`config.mk`:
```
export PLATFORM = sky130hd
export DESIGN_NAME = ex_muldiv_unit
export DESIGN_NICKNAME = d
export VERILOG_FILES = /design/src/rtl/ex_muldiv_unit.sv
export SDC_FILE = /design/constraint.sdc
export NUM_CORES = 1
export LEC_CHECK = 0
export BUFFER_PORTS_ARGS = -buffer_cell sky130_fd_sc_hd__buf_2
export CELL_PAD_IN_SITES_DETAIL_PLACEMENT = 1
export CELL_PAD_IN_SITES_GLOBAL_PLACEMENT = 1
export CORE_MARGIN = 2
export CORE_UTILIZATION = 50
export CTS_BUF_LIST = sky130_fd_sc_hd__clkbuf_16
export CTS_CLUSTER_DIAMETER = 200
export DETAILED_ROUTE_END_ITERATION = 6
export GPL_TIMING_DRIVEN = 0
export PLACE_DENSITY_LB_ADDON = 0.1
export SLEW_MARGIN = 20
export SYNTH_ARGS = -nofsm -noshare
export SYNTH_HDL_FRONTEND = slang
export SYNTH_SLANG_ARGS = --single-unit
```
`constraint.sdc`:
```
create_clock -name clk_i -period 12 [get_ports clk_i]
set_input_delay 0.6 -clock clk_i [delete_from_list [all_inputs] [get_ports clk_i]]
set_output_delay 0.6 -clock clk_i [all_outputs]
set_load 0.03 [all_outputs]
```
`src/rtl/ex_muldiv_unit.sv`:
```
// Iterative RV32M multiply/divide unit for the EX stage: radix-2 shift-add multiply,
// restoring divide, one-cycle sign fix-up, then a one-cycle done pulse.
module ex_muldiv_unit #(
    parameter int XLEN = 32,
    parameter int ITER = 32
) (
    input  logic            clk_i,
    input  logic            rst_i,
    input  logic            start_i,
    input  logic [2:0]      funct3_i,
    input  logic [XLEN-1:0] rs1_data_i,
    input  logic [XLEN-1:0] rs2_data_i,
    input  logic            flush_i,
    output logic            busy_o,
    output logic            stall_o,
    output logic            done_o,
    output logic [XLEN-1:0] result_o
);

    localparam int          W2        = 2 * XLEN;
    localparam logic [5:0]  LAST_STEP = 6'(ITER - 1);

    typedef enum logic [2:0] {
        ST_IDLE = 3'd0,
        ST_MUL  = 3'd1,
        ST_DIV  = 3'd2,
        ST_FIX  = 3'd3,
        ST_DONE = 3'd4
    } state_t;

    state_t            state_r, state_next_s;
    logic [2:0]        funct3_r;
    logic [XLEN-1:0]   opnd_r;
    logic [W2-1:0]     work_r;
    logic              neg_q_r, neg_r_r;
    logic [5:0]        cnt_r;
    logic              busy_r, done_r;
    logic [XLEN-1:0]   result_r;

    logic              accept_s, div_zero_s;
    logic              a_signed_s, b_signed_s, a_neg_s, b_neg_s;
    logic [XLEN-1:0]   a_mag_s, b_mag_s;
    logic [XLEN:0]     mul_sum_s, div_shift_s, div_diff_s;
    logic              div_ge_s;
    logic [XLEN-1:0]   div_rem_s;
    logic [W2-1:0]     prod_fix_s;
    logic [XLEN-1:0]   quo_fix_s, rem_fix_s, fix_result_s;

    function automatic logic [XLEN-1:0] neg_word(input logic [XLEN-1:0] v);
        return ~v + {{(XLEN-1){1'b0}}, 1'b1};
    endfunction

    function automatic logic [W2-1:0] neg_dword(input logic [W2-1:0] v);
        return ~v + {{(W2-1){1'b0}}, 1'b1};
    endfunction

    // Operand signedness: MULHSU treats only A as signed; funct3[0] marks unsigned divides.
    assign a_signed_s = funct3_i[2] ? ~funct3_i[0] : (funct3_i[1:0] != 2'b11);
    assign b_signed_s = funct3_i[2] ? ~funct3_i[0] : ~funct3_i[1];
    assign a_neg_s    = a_signed_s & rs1_data_i[XLEN-1];
    assign b_neg_s    = b_signed_s & rs2_data_i[XLEN-1];
    assign a_mag_s    = a_neg_s ? neg_word(rs1_data_i) : rs1_data_i;
    assign b_mag_s    = b_neg_s ? neg_word(rs2_data_i) : rs2_data_i;
    assign accept_s   = (state_r == ST_IDLE) & start_i & ~flush_i;
    assign div_zero_s = funct3_i[2] & (rs2_data_i == {XLEN{1'b0}});

    // work_r holds {partial product, multiplier} or {remainder, dividend/quotient}.
    assign mul_sum_s   = {1'b0, work_r[W2-1:XLEN]} + (work_r[0] ? {1'b0, opnd_r} : {(XLEN+1){1'b0}});
    assign div_shift_s = work_r[W2-1:XLEN-1];
    assign div_diff_s  = div_shift_s - {1'b0, opnd_r};
    assign div_ge_s    = (div_shift_s >= {1'b0, opnd_r});
    assign div_rem_s   = div_ge_s ? div_diff_s[XLEN-1:0] : div_shift_s[XLEN-1:0];

    assign prod_fix_s = neg_q_r ? neg_dword(work_r) : work_r;
    assign quo_fix_s  = neg_q_r ? neg_word(work_r[XLEN-1:0]) : work_r[XLEN-1:0];
    assign rem_fix_s  = neg_r_r ? neg_word(work_r[W2-1:XLEN]) : work_r[W2-1:XLEN];

    // Result select by operation
    always_comb begin
        fix_result_s = rem_fix_s;
        case (funct3_r)
            3'b000:                 fix_result_s = prod_fix_s[XLEN-1:0];
            3'b001, 3'b010, 3'b011: fix_result_s = prod_fix_s[W2-1:XLEN];
            3'b100, 3'b101:         fix_result_s = quo_fix_s;
            default:                fix_result_s = rem_fix_s;
        endcase
    end

    // Next-state logic
    always_comb begin
        state_next_s = state_r;
        case (state_r)
            ST_IDLE: begin
                if (!accept_s)        state_next_s = ST_IDLE;
                else if (div_zero_s)  state_next_s = ST_FIX;
                else if (funct3_i[2]) state_next_s = ST_DIV;
                else                  state_next_s = ST_MUL;
            end
            ST_MUL: begin
                if (flush_i)                 state_next_s = ST_IDLE;
                else if (cnt_r == LAST_STEP) state_next_s = ST_FIX;
                else                         state_next_s = ST_MUL;
            end
            ST_DIV: begin
                if (flush_i)                 state_next_s = ST_IDLE;
                else if (cnt_r == LAST_STEP) state_next_s = ST_FIX;
                else                         state_next_s = ST_DIV;
            end
            ST_FIX: begin
                if (flush_i) state_next_s = ST_IDLE;
                else         state_next_s = ST_DONE;
            end
            ST_DONE: state_next_s = ST_IDLE;
            default: state_next_s = ST_IDLE;
        endcase
    end

    // State register
    always_ff @(posedge clk_i or posedge rst_i) begin
        if (rst_i) state_r <= ST_IDLE;
        else       state_r <= state_next_s;
    end

    // Datapath, counters and registered status outputs
    always_ff @(posedge clk_i or posedge rst_i) begin
        if (rst_i) begin
            funct3_r <= 3'd0;
            opnd_r   <= {XLEN{1'b0}};
            work_r   <= {W2{1'b0}};
            neg_q_r  <= 1'b0;
            neg_r_r  <= 1'b0;
            cnt_r    <= 6'd0;
            busy_r   <= 1'b0;
            done_r   <= 1'b0;
            result_r <= {XLEN{1'b0}};
        end else begin
            busy_r <= (state_next_s == ST_MUL) | (state_next_s == ST_DIV) | (state_next_s == ST_FIX);
            done_r <= (state_next_s == ST_DONE);
            case (state_r)
                ST_IDLE: begin
                    if (accept_s) begin
                        funct3_r <= funct3_i;
                        cnt_r    <= 6'd0;
                        if (div_zero_s) begin
                            // Quotient all-ones, remainder is the raw dividend; no sign fix-up.
                            opnd_r  <= {XLEN{1'b0}};
                            work_r  <= {rs1_data_i, {XLEN{1'b1}}};
                            neg_q_r <= 1'b0;
                            neg_r_r <= 1'b0;
                        end else if (funct3_i[2]) begin
                            opnd_r  <= b_mag_s;
                            work_r  <= {{XLEN{1'b0}}, a_mag_s};
                            neg_q_r <= a_neg_s ^ b_neg_s;
                            neg_r_r <= a_neg_s;
                        end else begin
                            opnd_r  <= a_mag_s;
                            work_r  <= {{XLEN{1'b0}}, b_mag_s};
                            neg_q_r <= a_neg_s ^ b_neg_s;
                            neg_r_r <= a_neg_s;
                        end
                    end
                end
                ST_MUL: begin
                    work_r <= {mul_sum_s, work_r[XLEN-1:1]};
                    cnt_r  <= cnt_r + 6'd1;
                end
                ST_DIV: begin
                    work_r <= {div_rem_s, work_r[XLEN-2:0], div_ge_s};
                    cnt_r  <= cnt_r + 6'd1;
                end
                ST_FIX: begin
                    if (!flush_i) result_r <= fix_result_s;
                end
                default: ;
            endcase
        end
    end

    assign busy_o   = busy_r;
    assign done_o   = done_r;
    assign result_o = result_r;
    assign stall_o  = busy_r | accept_s;

endmodule

```
==> flow_results.org <==
** STA
- Fin. max-slew vios :: 0
- Max transition margin :: 19.2%
- Setup total negative slack :: 0 ns
- Setup violations remaining at the end of the flow were counted as 0.
- Transition time at the pin with the least slew margin :: 1.21 ns
- Period Utilization, post-route :: 45.6%
- Setup repair after global routing missed its margin :: false
- The final number of hold-violating endpoints came to 0.
- F_max :: 183 MHz
- The worst path in the final design needs a cycle of 5.48 ns, including I/O delays and setup.
- Layout Skew :: 0.0185 ns

** Drt
- Total via count in the routed design :: 16400
- Dividing the detail-routed wire length by the instance count gives 28.7 microns.
- After detailed routing, the number of vias per cell comes to 6.95.
- DRC violation total after the first TritonRoute iteration :: 1638
- The final layout contains routed wiring with a total length of 67500 microns.
- In the routed design, unresolved DRC markers number 1.
- Number of detailed-route iterations in the first pass :: 7
- Final ANT Viol Nets :: 0

** Clock network
- The tree built by TritonCTS fans out to 144 sinks.
- Buffers inserted to repair hold after CTS numbered 0.
- PostCTS Resize Cnt :: 0
- Post-CTS setup buffer count :: 0
- Clock-pin transition on the worst setup and hold timing paths :: 0.07 ns
- Number of CTS-inserted buffers :: 17
- TritonCTS built the clock tree.
- CTS H-Tree Depth :: 4
- Cell at the root of the clock tree :: clkbuf_16
- CTS Buffer Depth :: 2
- Clock latency on the worst-skew pair :: 0.47 ns

** Logic synthesis
- Synthesized cell area :: 0.0143 sq mm
- The cell count after synthesis came out at 1838.
- Share of synthesized area occupied by flip-flops and latches :: 25.3%
- Counting every net in the synthesized netlist gives 1980.
- Count of warnings emitted by yosys :: 0
- Number of enable flip-flop cells after synthesis :: 0
- Number of unique standard cell types used by synthesis :: 74
- For this run, the leading register cell type out of synthesis is dfrtp_1.
- The synthesized design contains 144 register bits.
- Averaged over all synthesized cells, the footprint is 7.76 sq um.
- For this run, asynchronously set or reset flops after synthesis account for 100%.

** Global routing
- Global-route congestion overflow total :: 0
- Entering global routing, the biggest net connects 102 pins.
- The number of antenna violations at the first check in global routing is 0.
- Number of global-route vias before repair :: 16900
- First-pass GRT wire length :: 101000 microns
- In the global route stage, overall resource usage came out at 44.6%.

** Setup path
- The worst register-to-register path begins at work_r[31].
- Data on the critical path arrives at its endpoint at 5.81 ns.
- The critical path in this run is classified as flip-flop to flip-flop.
- In this run the worst setup path begins at work_r[31].
- Of all nets on the critical path, the largest fanout is 10.
- Kind of capture point of the worst setup path :: flip-flop
- STA classifies the critical path startpoint as a flip-flop.
- Data required time at the worst endpoint :: 12.34 ns

** Pwr
- Per report_power, the clock group accounts for 12.0% of the total.
- Net Sw Power :: 2.54 mW
- VDD sags by at most 0.000133 V.
- Total power density per cell area :: 291 mW/mm^2
- In this run the static leakage power is 6.56 nW.
- Net switching is 55.0% of the power.
- Combinational logic burns 67.5% of the power.
- Proportion of power drawn by flip-flops and latches :: 20.5%
- The internal portion of the total power is 2.08 mW.

** Floorplan
- Total die area :: 0.0299 sq mm
- Number of primary I/O pins :: 106
- DIE HEIGHT :: 173 microns
- Cell row count :: 61
- The core region is 0.0279 sq mm.
- The initial utilization of the core area, before any placement, comes to 51.0%.
- X dimension of the die :: 173 microns

** Cells and area
- From synthesis to final layout, the design area changed by 11.4%.
- Number of diodes added for antenna fixing :: 0
- Fraction of layout instances using a drive strength above 1 :: 8.86%
- Layout Nets :: 2105
- Core Util, Final :: 56.8%

** Flow run
- Across the run, the number of max-cap violations was 0.

** Worst hold path
- Min-Delay Path Class :: input pin to async pin

** Placement
- Count of input and output buffers :: 105
- Placed wire-length estimate :: 53300 microns
- Final GP Congestion :: 0.963

** Status
- Run status :: complete, but fails checks
- The final reports fail on DRC.
metal layers:
layer	wire, microns	track usage (%)	vias up
met4	4650	27.5	0
li1	-	-	7053
met1	26000	53.6	7991
met3	6310	9.34	298
met2	30600	73.1	1015
met5	0	0	-
synth_stat cells, drive strengths merged (27+ instances only):
library cell	count	area [sq um]
inv	63	236
o31ai	29	218
o221ai	31	272
a21oi	135	676
nor2	154	578
o21ai	173	870
mux2i	39	390
ha	69	863
dfrtp	144	3600
xor2	83	727
xnor2	118	1030
nand2	188	706
a221oi	37	324
nor3	27	135
clkbuf	120	450
a21o	34	255
registers in the layout, summed over array words and instances, names as in the netlist:
signal and flops:
busy_o 1, cnt_r 6, done_o 1, funct3_r 3, neg_q_r 1, neg_r_r 1, opnd_r 32, result_o 32
state_r 3, work_r 64
power by group through the flow:
stage	Sequential, mW	Combinational, mW	Clock, mW
after floorplan	0.929	2.02	0
after global placement	0.915	2.87	0
after detailed placement	0.935	2.97	0
after CTS	0.926	3.01	0.547
after global routing	0.956	3.33	0.566
final	0.946	3.12	0.554
metrics by stage:
stage	setup WS, ns	total power [mW]	instances	area, sq um	hold WS (ns)
6_report	6.52	4.62	2354	15900	0.113
5_1_grt	6.38	4.85	2354	15900	0.152
4_1_cts	6.85	4.48	2354	15900	0.131
3_5_place_dp	6.89	3.91	2322	15300	0.460
3_3_place_gp	5.75	3.79	2321	15300	0.455
2_1_floorplan	7.53	2.94	1838	14300	0.450
cell usage in the layout (no fill, tap or decap), types with 31 or more instances in the layout:
| master | Yosys | layout |
|---|---|---|
| ha_1 | 69 | 69 |
| mux2i_1 | 39 | 39 |
| a221oi_1 | 37 | 37 |
| o21ai_0 | 162 | 162 |
| nor2_1 | 154 | 154 |
| nand2_1 | 188 | 188 |
| clkbuf_1 | 120 | 120 |
| buf_2 | 6 | 111 |
| xnor2_1 | 118 | 118 |
| o221ai_1 | 31 | 31 |
| xor2_1 | 83 | 83 |
| dfrtp_1 | 144 | 144 |
| a21o_1 | 34 | 34 |
| inv_1 | 63 | 62 |
| a21oi_1 | 135 | 135 |
logic make-up after synthesis:
family / count (synthesis) / share of synthesized area (%)
DFF: 144 / 25.3
xor gates and xnor gates: 201 / 12.3
buffers and inverters: 197 / 5.34
adders and majority gates: 71 / 6.34
and+or+nand+nor: 537 / 17.8
muxes: 44 / 3.13
AOI/OAI and AO/OA: 644 / 29.8
final timing paths:
check | slack (ns) | cells after the start | end
setup / recovery | 6.52 | 13 | work_r[39]
hold / removal | 0.11 | 2 | done_o
setup reg to reg | 6.52 | 13 | work_r[39]
hold reg to reg | 0.48 | 2 | result_o[2]
max in group asynchronous | 11.01 | 3 | cnt_r[2]
min in group clk_i | 0.41 | 3 | funct3_r[1]
final cells by class:
class                           instances  area (sq um)
Tap cell                              378           473
Fill cell                            3566         12100
Sequential cell                       144          3600
Buffer                                133           522
Multi-Input combinational cell       1497          9900
Timing Repair Buffer                  106           553
Inverter                               64           248
Clock inverter                         15           153
Clock buffer                           17           425
worst max-delay path, cell delays in order, from the launching register on:
cell and delay [ns]:
dfrtp_1 0.68, inv_1 0.28, ha_1 0.26, nand2b_1 0.16, a21oi_1 0.24, o21ai_0 0.27, a2111oi_0 1.05, o211ai_1 0.37
nand3_1 0.45, clkbuf_1 0.61, clkbuf_1 0.60, nand2_1 0.15, o211ai_1 0.14, a21oi_1 0.09
No activity file was read; power rests on OpenSTA's default activity.
